$ cat src/rtl/rc_stage_param_pkg.sv
// Shared NoC route-compute definitions: flit field offsets, one-hot directions
// and the dimension-order route function used by the router stages.
package noc_rc_pkg;

    localparam int NOC_TIME_WIDTH  = 8;
    localparam int NOC_PDATA_WIDTH = 22;
    localparam int NOC_ADDR_WIDTH  = 4;
    localparam int NOC_DATASIZE    = 40;
    localparam int NOC_DST_LSB     = NOC_TIME_WIDTH + NOC_PDATA_WIDTH;
    localparam int NOC_SRC_LSB     = NOC_DST_LSB + NOC_ADDR_WIDTH;
    localparam int NOC_REQ_BIT     = 0;

    // Coordinates are zero-extended to this width so one function serves any mesh size.
    localparam int COORD_W = 16;

    typedef logic [4:0] dir_t;

    localparam dir_t DIR_PY    = 5'b00001;
    localparam dir_t DIR_PX    = 5'b00010;
    localparam dir_t DIR_NY    = 5'b00100;
    localparam dir_t DIR_NX    = 5'b01000;
    localparam dir_t DIR_LOCAL = 5'b10000;
    localparam dir_t DIR_NONE  = 5'b00000;

    typedef enum logic {
        ORDER_XY = 1'b0,
        ORDER_YX = 1'b1
    } route_order_e;

    function automatic dir_t route_compute(
        input logic [COORD_W-1:0] dst_x,
        input logic [COORD_W-1:0] dst_y,
        input logic [COORD_W-1:0] id_x,
        input logic [COORD_W-1:0] id_y,
        input route_order_e       order
    );
        dir_t x_dir;
        dir_t y_dir;
        dir_t route;
        x_dir = DIR_NONE;
        y_dir = DIR_NONE;
        if (dst_x < id_x) begin
            x_dir = DIR_NX;
        end else if (dst_x > id_x) begin
            x_dir = DIR_PX;
        end
        if (dst_y < id_y) begin
            y_dir = DIR_NY;
        end else if (dst_y > id_y) begin
            y_dir = DIR_PY;
        end
        if (order == ORDER_XY) begin
            route = (x_dir != DIR_NONE) ? x_dir : ((y_dir != DIR_NONE) ? y_dir : DIR_LOCAL);
        end else begin
            route = (y_dir != DIR_NONE) ? y_dir : ((x_dir != DIR_NONE) ? x_dir : DIR_LOCAL);
        end
        return route;
    endfunction

endpackage

$ cat src/rtl/rc_stage_param_if.sv
// Bus bundle of the route-compute stage: upstream flit handshake, switch-side
// head flit handshake, downstream request-FIFO strobe/full and status outputs.
interface rc_stage_param_if #(
    parameter int DATASIZE = 40,
    parameter int X_W      = 2,
    parameter int Y_W      = 2,
    parameter int DEPTH    = 4
);
    localparam int OCC_W = $clog2(DEPTH) + 1;

    logic [X_W+Y_W-1:0]  ID;
    logic [DATASIZE-1:0] data_in;
    logic                valid_in;
    logic                in_ready;
    logic [DATASIZE-1:0] data_out;
    logic                valid_out;
    logic                out_ready;
    logic [4:0]          direction_out;
    logic                infifo_winc;
    logic                infifo_wfull;
    logic                drop_pulse;
    logic [OCC_W-1:0]    occupancy;

    modport master (
        output ID, data_in, valid_in, out_ready, infifo_wfull,
        input  in_ready, data_out, valid_out, direction_out, infifo_winc, drop_pulse, occupancy
    );

    modport slave (
        input  ID, data_in, valid_in, out_ready, infifo_wfull,
        output in_ready, data_out, valid_out, direction_out, infifo_winc, drop_pulse, occupancy
    );

endinterface

$ cat src/rtl/rc_route_calc.sv
// Combinational dimension-order route from (dst, ID) to a one-hot direction.
// Defining RC_YX_ROUTE_EN selects YX order; the default build routes XY.
module rc_route_calc
    import noc_rc_pkg::*;
#(
    parameter int X_W = 2,
    parameter int Y_W = 2
) (
    input  logic [X_W+Y_W-1:0] dst_i,
    input  logic [X_W+Y_W-1:0] id_i,
    output dir_t               route_o
);

`ifdef RC_YX_ROUTE_EN
    localparam route_order_e ORDER = ORDER_YX;
`else
    localparam route_order_e ORDER = ORDER_XY;
`endif

    assign route_o = route_compute(
        COORD_W'(dst_i[X_W-1:0]),
        COORD_W'(dst_i[X_W+Y_W-1:X_W]),
        COORD_W'(id_i[X_W-1:0]),
        COORD_W'(id_i[X_W+Y_W-1:X_W]),
        ORDER
    );

endmodule

$ cat src/rtl/rc_stage_param.sv
// Route-compute stage: DEPTH-entry flit buffer with route stored at enqueue,
// self-addressed drop and request-FIFO gating. Route order via RC_YX_ROUTE_EN.
module rc_stage_param
    import noc_rc_pkg::*;
#(
    parameter int DATASIZE = NOC_DATASIZE,
    parameter int X_W      = 2,
    parameter int Y_W      = 2,
    parameter int DST_LSB  = NOC_DST_LSB,
    parameter int SRC_LSB  = NOC_SRC_LSB,
    parameter int DEPTH    = 4
) (
    input logic             rc_clk,
    input logic             rst_n,
    rc_stage_param_if.slave bus
);

    localparam int AW    = $clog2(DEPTH);
    localparam int OCC_W = AW + 1;
    localparam int ID_W  = X_W + Y_W;

    logic [DATASIZE-1:0] mem_q   [DEPTH];
    dir_t                route_q [DEPTH];
    logic [AW-1:0]       wr_ptr_q, wr_ptr_d;
    logic [AW-1:0]       rd_ptr_q, rd_ptr_d;
    logic [OCC_W-1:0]    count_q,  count_d;
    logic                drop_q,   drop_d;

    logic [ID_W-1:0]     dst, src;
    dir_t                enq_route;
    logic [DATASIZE-1:0] head_data;
    dir_t                head_route;
    logic                full, empty, head_blocked, head_valid;
    logic                enq, self_addr, store, deq;

    assign dst = bus.data_in[DST_LSB +: ID_W];
    assign src = bus.data_in[SRC_LSB +: ID_W];

    rc_route_calc #(
        .X_W (X_W),
        .Y_W (Y_W)
    ) u_route_calc (
        .dst_i   (dst),
        .id_i    (bus.ID),
        .route_o (enq_route)
    );

    assign full         = (count_q == OCC_W'(DEPTH));
    assign empty        = (count_q == '0);
    assign head_data    = mem_q[rd_ptr_q];
    assign head_route   = route_q[rd_ptr_q];
    // A request at the head waits for FIFO space and blocks everything behind it.
    assign head_blocked = head_data[NOC_REQ_BIT] && bus.infifo_wfull;
    assign head_valid   = !empty && !head_blocked;

    assign enq       = bus.valid_in && !full;
    assign self_addr = (src == dst);
    assign store     = enq && !self_addr;
    assign deq       = head_valid && bus.out_ready;

    always_comb begin
        wr_ptr_d = wr_ptr_q;
        rd_ptr_d = rd_ptr_q;
        count_d  = count_q;
        drop_d   = enq && self_addr;
        if (store) begin
            wr_ptr_d = wr_ptr_q + AW'(1);
        end
        if (deq) begin
            rd_ptr_d = rd_ptr_q + AW'(1);
        end
        if (store && !deq) begin
            count_d = count_q + OCC_W'(1);
        end else if (!store && deq) begin
            count_d = count_q - OCC_W'(1);
        end
    end

    always_ff @(posedge rc_clk or negedge rst_n) begin
        if (!rst_n) begin
            wr_ptr_q <= '0;
            rd_ptr_q <= '0;
            count_q  <= '0;
            drop_q   <= 1'b0;
            for (int i = 0; i < DEPTH; i++) begin
                mem_q[i]   <= '0;
                route_q[i] <= DIR_NONE;
            end
        end else begin
            wr_ptr_q <= wr_ptr_d;
            rd_ptr_q <= rd_ptr_d;
            count_q  <= count_d;
            drop_q   <= drop_d;
            if (store) begin
                mem_q[wr_ptr_q]   <= bus.data_in;
                route_q[wr_ptr_q] <= enq_route;
            end
        end
    end

    assign bus.in_ready      = !full;
    assign bus.data_out      = head_data;
    assign bus.valid_out     = head_valid;
    assign bus.direction_out = head_valid ? head_route : DIR_NONE;
    assign bus.infifo_winc   = deq && head_data[NOC_REQ_BIT];
    assign bus.drop_pulse    = drop_q;
    assign bus.occupancy     = count_q;

endmodule

$ cat src/flat_wrapper.sv
// flat-port wrapper written by rule: the top's interface ports become plain ports
module rc_stage_param_flat import noc_rc_pkg::*;
#(
    parameter int DATASIZE = NOC_DATASIZE,
    parameter int X_W      = 2,
    parameter int Y_W      = 2,
    parameter int DST_LSB  = NOC_DST_LSB,
    parameter int SRC_LSB  = NOC_SRC_LSB,
    parameter int DEPTH    = 4
)
  (rc_clk, rst_n, bus_ID, bus_data_in, bus_valid_in, bus_out_ready, bus_infifo_wfull, bus_in_ready, bus_data_out, bus_valid_out, bus_direction_out, bus_infifo_winc, bus_drop_pulse, bus_occupancy);
  rc_stage_param_if #(.DATASIZE(DATASIZE), .X_W(X_W), .Y_W(Y_W), .DEPTH(DEPTH)) bus_i ();
  input logic rc_clk;
  input logic rst_n;
  input wire logic [$bits(bus_i.ID)-1:0] bus_ID;
  input wire logic [$bits(bus_i.data_in)-1:0] bus_data_in;
  input wire logic [$bits(bus_i.valid_in)-1:0] bus_valid_in;
  input wire logic [$bits(bus_i.out_ready)-1:0] bus_out_ready;
  input wire logic [$bits(bus_i.infifo_wfull)-1:0] bus_infifo_wfull;
  output wire logic [$bits(bus_i.in_ready)-1:0] bus_in_ready;
  output wire logic [$bits(bus_i.data_out)-1:0] bus_data_out;
  output wire logic [$bits(bus_i.valid_out)-1:0] bus_valid_out;
  output wire logic [$bits(bus_i.direction_out)-1:0] bus_direction_out;
  output wire logic [$bits(bus_i.infifo_winc)-1:0] bus_infifo_winc;
  output wire logic [$bits(bus_i.drop_pulse)-1:0] bus_drop_pulse;
  output wire logic [$bits(bus_i.occupancy)-1:0] bus_occupancy;
  assign bus_i.ID = bus_ID;
  assign bus_i.data_in = bus_data_in;
  assign bus_i.valid_in = bus_valid_in;
  assign bus_i.out_ready = bus_out_ready;
  assign bus_i.infifo_wfull = bus_infifo_wfull;
  assign bus_in_ready = bus_i.in_ready;
  assign bus_data_out = bus_i.data_out;
  assign bus_valid_out = bus_i.valid_out;
  assign bus_direction_out = bus_i.direction_out;
  assign bus_infifo_winc = bus_i.infifo_winc;
  assign bus_drop_pulse = bus_i.drop_pulse;
  assign bus_occupancy = bus_i.occupancy;
  rc_stage_param #(.DATASIZE(DATASIZE), .X_W(X_W), .Y_W(Y_W), .DST_LSB(DST_LSB), .SRC_LSB(SRC_LSB), .DEPTH(DEPTH)) u_core (.rc_clk(rc_clk), .rst_n(rst_n), .bus(bus_i));
endmodule
$ cat config.mk
export PLATFORM = sky130hd
export DESIGN_NAME = rc_stage_param_flat
export DESIGN_NICKNAME = d
export VERILOG_FILES = /design/src/rtl/rc_stage_param_pkg.sv /design/src/rtl/rc_stage_param_if.sv /design/src/rtl/rc_route_calc.sv /design/src/rtl/rc_stage_param.sv /design/src/flat_wrapper.sv
export SDC_FILE = /design/constraint.sdc
export NUM_CORES = 1
export LEC_CHECK = 0
export ABC_AREA = 1
export ABC_CLOCK_PERIOD_IN_PS = 6140
export BUFFER_PORTS_ARGS = -buffer_cell sky130_fd_sc_hd__buf_4
export CORE_UTILIZATION = 35
export DETAILED_ROUTE_END_ITERATION = 8
export PLACE_DENSITY = 0.55
export RECOVER_POWER = 25
export SYNTH_ARGS = -nofsm -noshare
export SYNTH_HDL_FRONTEND = slang
export SYNTH_HIERARCHICAL = 1
export SYNTH_SLANG_ARGS = --single-unit
$ cat constraint.sdc
create_clock -name rc_clk -period 6.14 [get_ports rc_clk]
set_input_delay 1.228 -clock rc_clk [delete_from_list [all_inputs] [get_ports rc_clk]]
set_output_delay 1.228 -clock rc_clk [all_outputs]
set_load 0.02 [all_outputs]
Word-level counts from Yosys, hierarchy flattened --
Index checks and enable logic that the tools add are counted.
Storage, ports and cells: register bits after elaboration 188, bits in latches 0, RAM bits 0, bits in read-only memories 0, bits of input ports 49, output and inout port bits 52, word-level logic and storage cells 68, memories 0
Cells by class: add/sub/neg operators 4, multiply operators 0, divide/modulo/power cells 0, order comparisons 7, equal/unequal tests 2, shifts and indexed selects 0, multiplexer cells 21, bitwise operators 2, reductions and logical operators 20
Operator list (number):
- $bwmux W160 | 1
- $mux W40 | 3
- $bmux W40 S2 | 1
- $demux W40 S2 | 1
- $mux W5 | 6
- $bwmux W20 | 1
- $bmux W5 S2 | 1
- $demux W5 S2 | 1
- $logic_and A1 B1 Y1 | 10
- $reduce_bool A5 Y1 | 2
- $mux W3 | 3
- $ge A3 B3 Y1 const B | 2
- $logic_not A1 Y1 | 6
- $not A2 Y3 | 2
- $add A2 B1 Y2 const B | 2
- $eq A4 B4 Y1 | 1
- $gt A2 B2 Y1 | 2
- $lt A2 B2 Y1 | 2
- $mux W4 | 1
- $add A3 B1 Y3 const B | 1
- $eq A3 B3 Y1 const B | 1
- $logic_not A3 Y1 | 1
- $lt A3 B1 Y1 const B | 1
- $sub A3 B1 Y3 const B | 1
- 3 further kinds | 3

Depth between registers and ports, before layout --
depth after elaboration 11, mapped depth 15, mapped depth without buffers 14

Modules after synthesis --
The synthesis kept the hierarchy.
By module, submodules not included:
- rc_stage_param | times used 1, cells each 1145, area each 9327.7 µm², seq. area each 4704.5 µm²
- rc_route_calc | times used 1, cells each 28, area each 145.1 µm², seq. area each 0.0 µm²

Worst setup path after synthesis --
OpenSTA, ideal clock, no wires.
path kind input -> output, start in bus_infifo_wfull, end out bus_direction_out[0], arrival time 1.876 ns, setup slack 3.036 ns, cell stages on the path 3, path buffers 0, cell sequence nand3_1 > nand2_1 > a21oi_1
Between the ends: longest elaborated chain between the ends 4
Ends and longest elaborated chain:
- start, declared | RTL line flat_wrapper.sv:19 | input wire logic [$bits(bus_i.infifo_wfull)-1:0] bus_infifo_wfull;
- $logic_and A1 B1 Y1 | RTL line rc_stage_param.sv:53 | assign head_blocked = head_data[NOC_REQ_BIT] && bus.infifo_wfull;
- $logic_not A1 Y1 | RTL line rc_stage_param.sv:54 | assign head_valid = !empty && !head_blocked;
- $logic_and A1 B1 Y1 | RTL line rc_stage_param.sv:54
- $mux W5 | RTL line rc_stage_param.sv:104 | assign bus.direction_out = head_valid ? head_route : DIR_NONE;
- end, declared | RTL line flat_wrapper.sv:23 | output wire logic [$bits(bus_i.direction_out)-1:0] bus_direction_out;
Every way passes these cells.

Worst setup path after layout --
start reg u_core.rd_ptr_q[1], end out bus_direction_out[4]
Between the ends: longest elaborated chain between the ends 8
Ends and longest elaborated chain:
- start, declared | RTL line rc_stage_param.sv:25 | logic [AW-1:0] rd_ptr_q, rd_ptr_d;
- start signal, assigned | RTL line rc_stage_param.sv:91 | rd_ptr_q <= rd_ptr_d;
- $not A2 Y3 (not written as such) (*) | RTL line rc_stage_param.sv:50, rc_stage_param.sv:51
- $bmux W40 S2 | RTL line rc_stage_param.sv:50 | assign head_data = mem_q[rd_ptr_q];
- $mux W40 (not written as such) (2 in a row) | RTL line rc_stage_param.sv:50
- $logic_and A1 B1 Y1 | RTL line rc_stage_param.sv:53
- $logic_not A1 Y1 | RTL line rc_stage_param.sv:54
- $logic_and A1 B1 Y1 | RTL line rc_stage_param.sv:54
- $mux W5 (*) | RTL line rc_stage_param.sv:104
Mark *: on every way between the ends. The rest lies on a longest branch, timed or not. The select of a mux whose other input is x is not followed.

==> results.env <==
MAXCLOCKFREQUENCY_GHz=0.246
ROUTE.ANTENNA.REMAINING_NETS=0
STARTING_DENSITY_OF_THE_CORE_PCT=36.0
ROWS=59
LEADING_CELL_TYPE_IN_THE_LAYOUT_FILL_AND_TAPS_EXCLUDED='nand2_1'
FINISH.NET_COUNT=1264
WORSTPATHREQUIRED_PS=4910
POWER_DENSITY_nW_PER_UM2=583
WHS_PATH_DEPTH=2
SYN-MEAN-INSTANCE-AREA_SQ_UM=8.08
GP_CONGESTION=0.745
SEQ_POWER_SHARE_PCT=33.0
CRIT_TYPE='reg2out'
SYNTH.DISTINCT_CELLS=25
ANTENNA_FOUND_INITIAL=0
GRT_PASS1_VIAS=8256
LOGIC_PWR_SHARE_PCT=49.1
SYN2LAYOUT_AREA_GROWTH_PCT=13.6
CTS_REPAIR_RESIZE_COUNT=0
WORSTMARGINPINSLEW_PS=2900
FINALHOLDVIOLCOUNT=0
HOLDCRITPATHCLASS='reg2reg'
FINAL_LAYOUT_SIZE_SUFFIX_GT1_SHARE_PCT=13.5
CLOCK-SINKS=188
DETAILED_PLACE.AREA_SQ_UM=10200
CTS.REPORTEDPATHS.CLKPINSLEW_PS=60
BUFFER_PORTS.INSERTED=100
WORST_R2R_PATH_DEPTH=6
POWER.CLOCK.FRACTION_PCT=17.9
POWER.SHARE.SWITCHING_PCT=45.6
CP-START-KIND='flip-flop'
CTS_INSERTED_BUFFERS=17
LEAKAGEPOWER_nW=5.47
DP_HPWL_UM=15500
REMAINING_DRC_ERRORS=4
DIODE_INSERTION_COUNT_FOR_ANTENNA_REPAIR=0
RUN_STATUS='finished, violations left'
MOST-COMMON-LAYOUT-CELLS='nand2_1 (399), dfrtp_1 (187), nand4_1 (183)'
MAPPEDNETLISTNETS=1232
FP.COREAREA_SQ_UM=26300
GRT_START_MAX_NET_PINS=107
CLOCK_TREE.HTREE_LEVEL_COUNT=4
POST_SYNTH_INSTANCE_AREA_SQ_UM=9470
VIOLATIONS='DRC, capacitance limit, slew limit'
POSTSYNTHCELLCOUNT=1173
DIE_HEIGHT_UM=167
GRT_FIRST_PASS_WIRELENGTH_UM=47500
TIMING.FINAL.SETUP_VIOLATIONS=0
CRIT_FANOUT=32
VIAS_PER_CELL=5.51
WORST_IR_DROP_VDD_mV=0.237
TIMING.CLOCK.SKEW_PS=11.1
GROUTE.USAGE.OVERALL_PCT=21.7
CTS_HOLD_REPAIR.BUFFERS=0
FIRSTDRTPASSITERS=8
POST_ROUTE_STANDARD_CELL_AREA_EXCLUDING_FILLERS_SQ_UM=10800
SYNTH_SEQUENTIAL_AREA_RATIO_PCT=49.7
CRITPATHARRIVALTIME_PS=2840
IO_PINS=101
FINAL.PERIOD_UTILIZATION_PCT=66.3
DIE-WIDTH_UM=167
RSZ0062_AT_GRT='no'
CTS_TREE='yes'
YS_WARNINGS=6
ROUTE.DETAILED.WL_PER_INST_UM=19.2
INTPOWER_W=0.00341
RELATIVE_SLEW_MARGINS_PCT=-93.6
CLOCK_LATENCY_PS=430
GRT.OVERFLOW.TOTAL=0
WORSTSETUPENDPOINTTYPE='output pin'
WIRELENGTH_UM=29800
LAYOUT_MIN_CYCLE_TIME_PS=4070
POSTCTSSETUPBUFFERS=0
SWITCHINGPOWER_W=0.00286
FINALPOWER_W=0.00627
INITIALDRTVIOLATIONCOUNT=615
YS_FF_LATCH=188
CTS.ROOT.BUFFER_CELL='clkbuf_16'
SETUP_TNS_PS=0
CTSLONGESTPATHBUFFERS=2
MAXSLEWVIOLCOUNT=107
VIAS=8547
DIE_AREA_SQ_UM=27700
DRV_CAP=1
==> stage by stage <==
step	hold WS (ps)	std cells	utilization, %	setup WS (ps)
floorplan	437	1173	-	3040
global route	483	1552	40.9	1940
finish	466	1552	40.9	2070
CTS	469	1552	41.0	2100
global placement	448	1521	38.8	2210
detailed placement	453	1521	38.8	2240
==> logic make-up (layout without fill, tap and decap cells) <==
logic type / Yosys count / in the layout / share of synthesized area [%]
AND/OR/NAND/NOR: 704 / 704 / 33.2
flip-flops: 188 / 188 / 49.7
buffers and inverters: 135 / 179 / 7.89
AO/OA/AOI/OAI: 133 / 133 / 7.57
adder cells (fa/ha/maj): 10 / 10 / 1.40
XOR/XNOR: 2 / 2 / 0.185
multiplexers: 1 / 1 / 0.119
==> cell type report <==
type / instances / area, sq um
Multi-Input combinational cell: 850 / 4060
Clock buffer: 19 / 443
Timing Repair Buffer: 118 / 883
Tap cell: 335 / 419
Fill cell: 2700 / 15500
Sequential cell: 188 / 4710
Inverter: 30 / 113
Clock inverter: 12 / 139
==> state kept, by name, summed over array words and instances, names as in the netlist <==
name / count
u_core/bus.drop_pulse: 1
u_core/bus.occupancy: 3
u_core/mem_q: 160
u_core/rd_ptr_q: 2
u_core/route_q: 20
u_core/wr_ptr_q: 2
==> metal layers <==
| layer | vias to the layer above | track usage, % | wire, um |
|---|---|---|---|
| met5 | - | 0 | 0 |
| met4 | 0 | 4.75 | 231 |
| met3 | 22 | 3.47 | 1600 |
| met2 | 255 | 35.8 | 14300 |
| met1 | 4233 | 29.9 | 13700 |
| li1 | 4037 | - | - |
==> critical path, stage by stage (launching register included) <==
cell	delay, ps
dfrtp_1	380
clkinv_1	300
buf_4	500
nand3_1	150
nand3_1	230
nand2_1	270
a21oi_1	370
buf_4	210
==> Yosys cell counts <==
master / number / area [sq um]
ha_1: 9 / 113
clkinv_1: 1 / 3.75
fa_1: 1 / 20.0
xnor2_1: 1 / 8.76
o21ai_0: 88 / 440
inv_2: 2 / 7.51
nand4_1: 183 / 1140
buf_2: 21 / 105
nor2_1: 108 / 405
nand2_2: 3 / 18.8
dfrtp_1: 188 / 4700
nand3_2: 4 / 40.0
nand3_1: 6 / 30.0
clkbuf_1: 29 / 109
buf_4: 19 / 143
o22ai_1: 39 / 244
inv_1: 27 / 101
mux2_2: 1 / 11.3
nand2_1: 399 / 1500
and2_1: 1 / 6.26
a21boi_0: 1 / 7.51
a21oi_1: 5 / 25.0
xor2_1: 1 / 8.76
buf_6: 19 / 214
buf_1: 17 / 63.8
==> worst paths after layout <==
check | slack, ps | end | from
max | 2070 | bus_direction_out[4] | u_core/rd_ptr_q[1]
min | 470 | u_core/mem_q[104] | u_core/mem_q[104]
max reg2reg | 2890 | u_core/mem_q[47] | u_core/bus.occupancy[0]
min reg2reg | 470 | u_core/mem_q[104] | u_core/mem_q[104]
max in group asynchronous | 2480 | u_core/mem_q[109] | rst_n
min in group asynchronous | 1650 | u_core/mem_q[25] | rst_n
==> power by group through the flow <==
stage / Combinational [W] / Clock [W] / Sequential, W
floorplan: 0.00200 / 0 / 0.00202
global placement: 0.00306 / 0 / 0.00207
detailed placement: 0.00309 / 0 / 0.00208
CTS: 0.00309 / 0.00114 / 0.00206
global route: 0.00338 / 0.00119 / 0.00214
finish: 0.00308 / 0.00112 / 0.00207
No activity file was read; power rests on OpenSTA's default activity.
